File: src/rtl/seven_segment_pkg.sv
// Shared constants and types for the seven-segment scan controller.
// Segment vectors are active-low, ordered {g,f,e,d,c,b,a}.
// Optional build macro used by the controller: SEVEN_SEGMENT_LEADING_ZERO_BLANK_EN.
package seven_segment_pkg;

    typedef logic [6:0] seg_t;

    localparam seg_t SEG_BLANK = 7'b1111111;
    localparam seg_t SEG_0     = 7'b1000000;
    localparam seg_t SEG_1     = 7'b1111001;
    localparam seg_t SEG_2     = 7'b0100100;
    localparam seg_t SEG_3     = 7'b0110000;
    localparam seg_t SEG_4     = 7'b0011001;
    localparam seg_t SEG_5     = 7'b0010010;
    localparam seg_t SEG_6     = 7'b0000010;
    localparam seg_t SEG_7     = 7'b1111000;
    localparam seg_t SEG_8     = 7'b0000000;
    localparam seg_t SEG_9     = 7'b0010000;

    // Level of one anode line when its digit is not driven (active-low enables).
    localparam logic ANODE_OFF = 1'b1;

endpackage

File: src/rtl/bcd_to_seven_segment_decoder.sv
// Combinational BCD nibble to active-low seven-segment pattern.
// Codes 4'hA..4'hF are not BCD digits and produce a blank pattern.
module bcd_to_seven_segment_decoder
    import seven_segment_pkg::*;
(
    input  logic [3:0] i_bcd,
    output seg_t       o_seg
);

    // Map one nibble to its segment pattern; non-decimal codes stay dark.
    always_comb begin
        o_seg = SEG_BLANK;
        case (i_bcd)
            4'd0:    o_seg = SEG_0;
            4'd1:    o_seg = SEG_1;
            4'd2:    o_seg = SEG_2;
            4'd3:    o_seg = SEG_3;
            4'd4:    o_seg = SEG_4;
            4'd5:    o_seg = SEG_5;
            4'd6:    o_seg = SEG_6;
            4'd7:    o_seg = SEG_7;
            4'd8:    o_seg = SEG_8;
            4'd9:    o_seg = SEG_9;
            default: o_seg = SEG_BLANK;
        endcase
    end

endmodule

File: src/rtl/seven_segment_scan_controller.sv
// Time-multiplexed driver for a bank of active-low seven-segment digits.
// One digit is driven per SCAN_DIV clocks through a single shared decoder.
// New values arrive over a valid/ready port into a shadow register and are
// copied to the display register only when the scan wraps to digit 0, so a
// frame never mixes old and new digits.
// Optional build macro: SEVEN_SEGMENT_LEADING_ZERO_BLANK_EN blanks leading
// zero digits above digit 0 (anode stays asserted).
module seven_segment_scan_controller
    import seven_segment_pkg::*;
#(
    parameter int DIGITS   = 4,
    parameter int SCAN_DIV = 50000
) (
    input  logic                  clk,
    input  logic                  rst,
    input  logic                  enable,
    input  logic                  load_valid,
    output logic                  load_ready,
    input  logic [4*DIGITS-1:0]   load_bcd,
    output logic [DIGITS-1:0]     anode,
    output logic [6:0]            seven_segment,
    output logic                  frame_done
);

    localparam int DIV_W = (SCAN_DIV > 1) ? $clog2(SCAN_DIV) : 1;
    localparam int IDX_W = (DIGITS > 1) ? $clog2(DIGITS) : 1;
    localparam logic [DIV_W-1:0] DIV_LAST = DIV_W'(SCAN_DIV - 1);
    localparam logic [IDX_W-1:0] IDX_LAST = IDX_W'(DIGITS - 1);

    logic [DIV_W-1:0]    r_div_cnt;
    logic [IDX_W-1:0]    r_digit_idx;
    logic [4*DIGITS-1:0] r_display;
    logic [4*DIGITS-1:0] r_shadow;
    logic                r_pending;
    logic                r_load_ready;
    logic [DIGITS-1:0]   r_anode;
    seg_t                r_seg;
    logic                r_frame_done;

    logic                w_tick;
    logic                w_wrap;
    logic                w_accept;
    logic                w_pending_next;
    logic [3:0]          w_nibbles [DIGITS];
    logic [3:0]          w_nibble;
    seg_t                w_dec_seg;
    logic                w_digit_blank;
    logic [DIGITS-1:0]   w_anode_next;

    assign w_tick   = (r_div_cnt == DIV_LAST);
    assign w_wrap   = w_tick && (r_digit_idx == IDX_LAST);
    assign w_accept = load_valid && r_load_ready;

    // Acceptance and commit can never coincide: acceptance needs pending=0,
    // commit needs pending=1.
    assign w_pending_next = w_accept ? 1'b1 : (w_wrap ? 1'b0 : r_pending);

    // Split the display register into per-digit nibbles and build the
    // one-cold anode pattern for the digit currently being scanned.
    genvar gi;
    generate
        for (gi = 0; gi < DIGITS; gi++) begin : g_digit
            assign w_nibbles[gi]    = r_display[4*gi +: 4];
            assign w_anode_next[gi] = enable && (r_digit_idx == IDX_W'(gi))
                                      ? ~ANODE_OFF : ANODE_OFF;
        end
    endgenerate

    assign w_nibble = w_nibbles[r_digit_idx];

    bcd_to_seven_segment_decoder u_decoder (
        .i_bcd (w_nibble),
        .o_seg (w_dec_seg)
    );

`ifdef SEVEN_SEGMENT_LEADING_ZERO_BLANK_EN
    // w_upper_zero[i] is set when digit i and every digit above it are zero.
    logic [DIGITS-1:0] w_upper_zero;
    generate
        for (gi = 0; gi < DIGITS; gi++) begin : g_lz
            assign w_upper_zero[gi] = (r_display[4*DIGITS-1:4*gi] == '0);
        end
    endgenerate
    assign w_digit_blank = (r_digit_idx != '0) && w_upper_zero[r_digit_idx];
`else
    assign w_digit_blank = 1'b0;
`endif

    // Prescaler and scan pointer: advance one digit every SCAN_DIV clocks.
    always_ff @(posedge clk or posedge rst) begin
        if (rst) begin
            r_div_cnt   <= '0;
            r_digit_idx <= '0;
        end else begin
            if (w_tick) begin
                r_div_cnt   <= '0;
                r_digit_idx <= (r_digit_idx == IDX_LAST) ? '0
                                                         : r_digit_idx + IDX_W'(1);
            end else begin
                r_div_cnt <= r_div_cnt + DIV_W'(1);
            end
        end
    end

    // Load handshake into the shadow register, commit to display on wrap.
    always_ff @(posedge clk or posedge rst) begin
        if (rst) begin
            r_display    <= {DIGITS{4'hF}};
            r_shadow     <= '0;
            r_pending    <= 1'b0;
            r_load_ready <= 1'b1;
        end else begin
            if (w_wrap && r_pending) begin
                r_display <= r_shadow;
            end
            if (w_accept) begin
                r_shadow <= load_bcd;
            end
            r_pending    <= w_pending_next;
            r_load_ready <= !w_pending_next;
        end
    end

    // Registered output stage; anode and segments change on the same edge.
    always_ff @(posedge clk or posedge rst) begin
        if (rst) begin
            r_anode      <= {DIGITS{ANODE_OFF}};
            r_seg        <= SEG_BLANK;
            r_frame_done <= 1'b0;
        end else begin
            r_anode      <= w_anode_next;
            r_seg        <= (!enable || w_digit_blank) ? SEG_BLANK : w_dec_seg;
            r_frame_done <= w_wrap;
        end
    end

    assign load_ready    = r_load_ready;
    assign anode         = r_anode;
    assign seven_segment = r_seg;
    assign frame_done    = r_frame_done;

endmodule

File: config.mk
export PLATFORM = sky130hd
export DESIGN_NAME = seven_segment_scan_controller
export DESIGN_NICKNAME = d
export VERILOG_FILES = /design/src/rtl/seven_segment_pkg.sv /design/src/rtl/bcd_to_seven_segment_decoder.sv /design/src/rtl/seven_segment_scan_controller.sv
export SDC_FILE = /design/constraint.sdc
export NUM_CORES = 1
export LEC_CHECK = 0
export ABC_AREA = 1
export BUFFER_PORTS_ARGS = -buffer_cell sky130_fd_sc_hd__buf_2
export CAP_MARGIN = 0
export CORE_MARGIN = 4
export CORE_UTILIZATION = 35
export DETAILED_ROUTE_END_ITERATION = 16
export GPL_ROUTABILITY_DRIVEN = 0
export HOLD_SLACK_MARGIN = 0.05
export PLACE_DENSITY = 0.55
export REMOVE_ABC_BUFFERS = 1
export SYNTH_ARGS = -nofsm -noshare
export SYNTH_HDL_FRONTEND = slang
export SYNTH_SLANG_ARGS = --single-unit
File: constraint.sdc
create_clock -name clk -period 2.95 [get_ports clk]
set_clock_uncertainty 0.05 [all_clocks]
set_input_delay 0.59 -clock clk [delete_from_list [all_inputs] [get_ports clk]]
set_output_delay 0.59 -clock clk [all_outputs]
set_load 0.005 [all_outputs]
==> metrics <==
overall power of the completed layout=1.706 mW; post-layout minimum cycle time=between 1500 and 2000 ps; TritonCTS clock tree=yes; total of max-cap violations=0; WL per Instance=~12 um; switching power total=397.8 uW; kind of start point of the critical path=register; detailed-routing iteration count for the pre-antenna-repair pass=4; diode insertion count for antenna repair=0; Worst path most repeated cell=sky130_fd_sc_hd__nand2_1; clock power share=a little over two fifths; initial core utilization=35.65%; cell breakdown of the critical path=inv_6 > nand2_1 > nand3_1 > nand2_1 > inv_1 > ha_1 > nand3b_1 > nand3_1 > nand2_1; setup repair after global routing missed its margin=false; Resized cells post-CTS=0; Die ar.=10410 um^2; data arrival at the endpoint of the critical path=between 2000 and 2500 ps; Final Cycle Share=64.54%; Chip Width=102.0 um; hold violation total from the final report=0; average via count per standard cell=4.658; Max VDD drop=0.2420 mV; CP Capture Point=seven_segment[6]; cell internal pwr=1.309 mW; terminus of the critical flop-to-flop path=seven_segment[6]; share of cells above drive strength 1=23.76%; core region area=slightly below 9000 um^2; cell types with the largest area share after synthesis=sky130_fd_sc_hd__dfrtp_1, sky130_fd_sc_hd__dfstp_2, sky130_fd_sc_hd__nand2_1; Std-Cell Rows=34; ratio of total power to cell area=481.7 nW/um^2; number of warnings issued by yosys=0; global routing usage summed across all routing layers=13.33%; critical path capture point type=register; total of buffers placed on input and output ports=32; later-pin clock latency in the skew report=340 ps; leading area contributor after synthesis=sky130_fd_sc_hd__dfrtp_1; cts bufs inserted=9; DRT iter0 DRCs=92; number of cells traversed by the worst register-to-register path=9; number of global-route vias before repair=around 2300; DRT antenna net count=0; global route overflow=0; most common cell after layout, fill and taps aside=sky130_fd_sc_hd__nand2_1; CTS sink count=64; cell family with most CP delay=simple AND/OR/NAND/NOR gates; CP required=3170 ps; net count of the finished layout=approximately 430; fraction of power consumed by combinational cells=3.0%; Tightest Pin Transition=678.7 ps; clock root cell=sky130_fd_sc_hd__clkbuf_8; maximum buffer depth of the clock tree=2; internal reg-to-reg setup slack=1050 ps; number of storage elements in the synthesis netlist=between 60 and 70; Cells after Synth=362; Setup Total Neg Slack=0 ps; biggest fanout along the worst timing path=12; Area Overhead vs Synth=14.48%; I/O pins=33; Setup CP Type=register to register; number of antenna violations at the first check in global routing=0; Syn Std Cell Area=3094 um^2; pin count of the biggest net entering global routing=37; fill cell count=913; number of DRC violations after detailed routing=0; worst stage delay on the critical path=660 ps; routed wire length=6.196 mm; share of the synthesized area in the top cell type=29.11%; sequential element share of the synthesized area=between 50% and 60%; worst max-slew margin expressed relative to the limit=between 50% and 60%; Worst R2R Start=r_digit_idx[0]; clock-pin slew of the registers on the worst-case setup and hold paths=around 80 ps; maximum clock rate=525.3 MHz; floorplan die height=a little over 100 um; Levels on crit path=9; most frequent cells in the layout=sky130_fd_sc_hd__nand2_1, sky130_fd_sc_hd__dfrtp_1, sky130_fd_sc_hd__buf_2; post-CTS setup repair buffer count=0; total half-perimeter wirelength after legalization and detailed placement=approximately 4.3 mm; number of H-tree levels=3; hold-fix buffer count after cts=0; number of setup violations in the final report=0; global-route wire length before repair=10.91 mm; switching fraction of total power=23.31%; library cells used by synthesis=26; standard cell with the maximum stage delay on the critical path=sky130_fd_sc_hd__dfrtp_1; max-slew violation total from the final report=0; mean cell area of the mapped netlist=roughly 8.5 um^2; share of total power in sequential cells=between 50% and 60%; CP Buf/Inv Count=2; class of the tightest hold or removal check=input pin to async pin; Vias=2385; origin of the worst setup path=r_digit_idx[0]; run status=complete, no violations; Leak Pwr=about 1.8 nW
-- worst min path at each step --
| stage | startpoint | to | slack [ps] | cells after the start |
|---|---|---|---|---|
| 2_1_floorplan | r_div_cnt[0] | r_div_cnt[0] | 380 | 1 |
| 3_3_place_gp | r_div_cnt[0] | r_div_cnt[0] | 390 | 1 |
| 3_5_place_dp | r_div_cnt[0] | r_div_cnt[0] | 410 | 1 |
| 4_1_cts | rst | r_shadow[3] | 270 | 3 |
| 5_1_grt | rst | r_shadow[3] | 290 | 3 |
| 6_report | rst | r_shadow[3] | 260 | 3 |
-- sequential cells by signal (all words and copies together), names as in the netlist --
name	count
load_ready	1
r_div_cnt	16
r_digit_idx	2
r_display	16
r_pending	1
seven_segment	7
frame_done	1
anode	4
r_shadow	16
-- Yosys cell counts --
library cell and number:
sky130_fd_sc_hd__nor2_4 2, sky130_fd_sc_hd__inv_1 28, sky130_fd_sc_hd__inv_2 2, sky130_fd_sc_hd__dfrtp_1 36
sky130_fd_sc_hd__nand2_2 3, sky130_fd_sc_hd__nand2_1 146, sky130_fd_sc_hd__a21oi_1 4, sky130_fd_sc_hd__dfstp_2 28
sky130_fd_sc_hd__buf_2 5, sky130_fd_sc_hd__nor2_1 24, sky130_fd_sc_hd__clkbuf_1 1, sky130_fd_sc_hd__inv_6 1
sky130_fd_sc_hd__o21bai_1 1, sky130_fd_sc_hd__nor3_1 5, sky130_fd_sc_hd__nor2_2 2, sky130_fd_sc_hd__nand3_1 25
sky130_fd_sc_hd__xor2_1 6, sky130_fd_sc_hd__nand4_1 17, sky130_fd_sc_hd__clkinv_1 1, sky130_fd_sc_hd__buf_6 4
sky130_fd_sc_hd__o21ai_0 4, sky130_fd_sc_hd__nand3_2 3, sky130_fd_sc_hd__ha_1 10, sky130_fd_sc_hd__nand4_4 1
sky130_fd_sc_hd__nand3b_1 2, sky130_fd_sc_hd__a21boi_4 1
-- cells by family after synthesis --
group                      Yosys count  share of synthesized area [%]
and+or+nand+nor                    230                          32.79
DFF                                 64                          52.89
buffers and inverters               42                          6.429
AOI/OAI and AO/OA                   10                          2.143
adders and majority gates           10                          4.044
xor gates and xnor gates             6                          1.698
-- routing by layer --
metal,track usage [%],routed length (um),vias up
met3,2.662,282,7
met5,0,0,-
met4,6.054,66,0
met1,19.18,3138,1110
li1,-,-,1219
met2,19.34,2709,49
-- area by class of cell --
| type | count | area [um^2] | area share, % |
|---|---|---|---|
| multi-input cells | 256 | 1259 | 35.54 |
| flip-flops and latches | 64 | 1637 | 46.20 |
| well taps | 108 | 135.1 | 3.815 |
| clock buffers | 9 | 123.9 | 3.497 |
| repair buffers | 36 | 190.2 | 5.369 |
| clock inverters | 7 | 72.57 | 2.049 |
| inverters | 32 | 125.1 | 3.532 |
-- through the flow --
step                util (%)  cell area, um^2  std cells  hold slack (ps)  setup slack (ps)
finish                 40.82             3542        512            264.9              1046
global route           40.82             3542        512            286.5             883.1
floorplan                  -             3020        352            382.9             758.2
global placement       38.55             3346        496            394.3              1080
CTS                    40.82             3542        512            269.1              1041
detailed placement     38.55             3346        496            407.3              1041
-- worst reg2reg max path, cell delays in order (launching register included) --
cell and delay (ps):
sky130_fd_sc_hd__dfrtp_1 660, sky130_fd_sc_hd__inv_6 110, sky130_fd_sc_hd__nand2_1 90, sky130_fd_sc_hd__nand3_1 60, sky130_fd_sc_hd__nand2_1 200, sky130_fd_sc_hd__inv_1 120, sky130_fd_sc_hd__ha_1 210, sky130_fd_sc_hd__nand3b_1 180
sky130_fd_sc_hd__nand3_1 100, sky130_fd_sc_hd__nand2_1 60
-- power groups by stage --
stage / logic (mW) / clock network [mW] / registers [mW]
6_report: 0.0517 / 0.749 / 0.905
3_3_place_gp: 0.0533 / 0 / 0.921
4_1_cts: 0.0548 / 0.780 / 0.905
3_5_place_dp: 0.0545 / 0 / 0.921
5_1_grt: 0.0618 / 0.820 / 0.907
2_1_floorplan: 0.0252 / 0 / 0.920
Power figures use the tool's default switching activity.
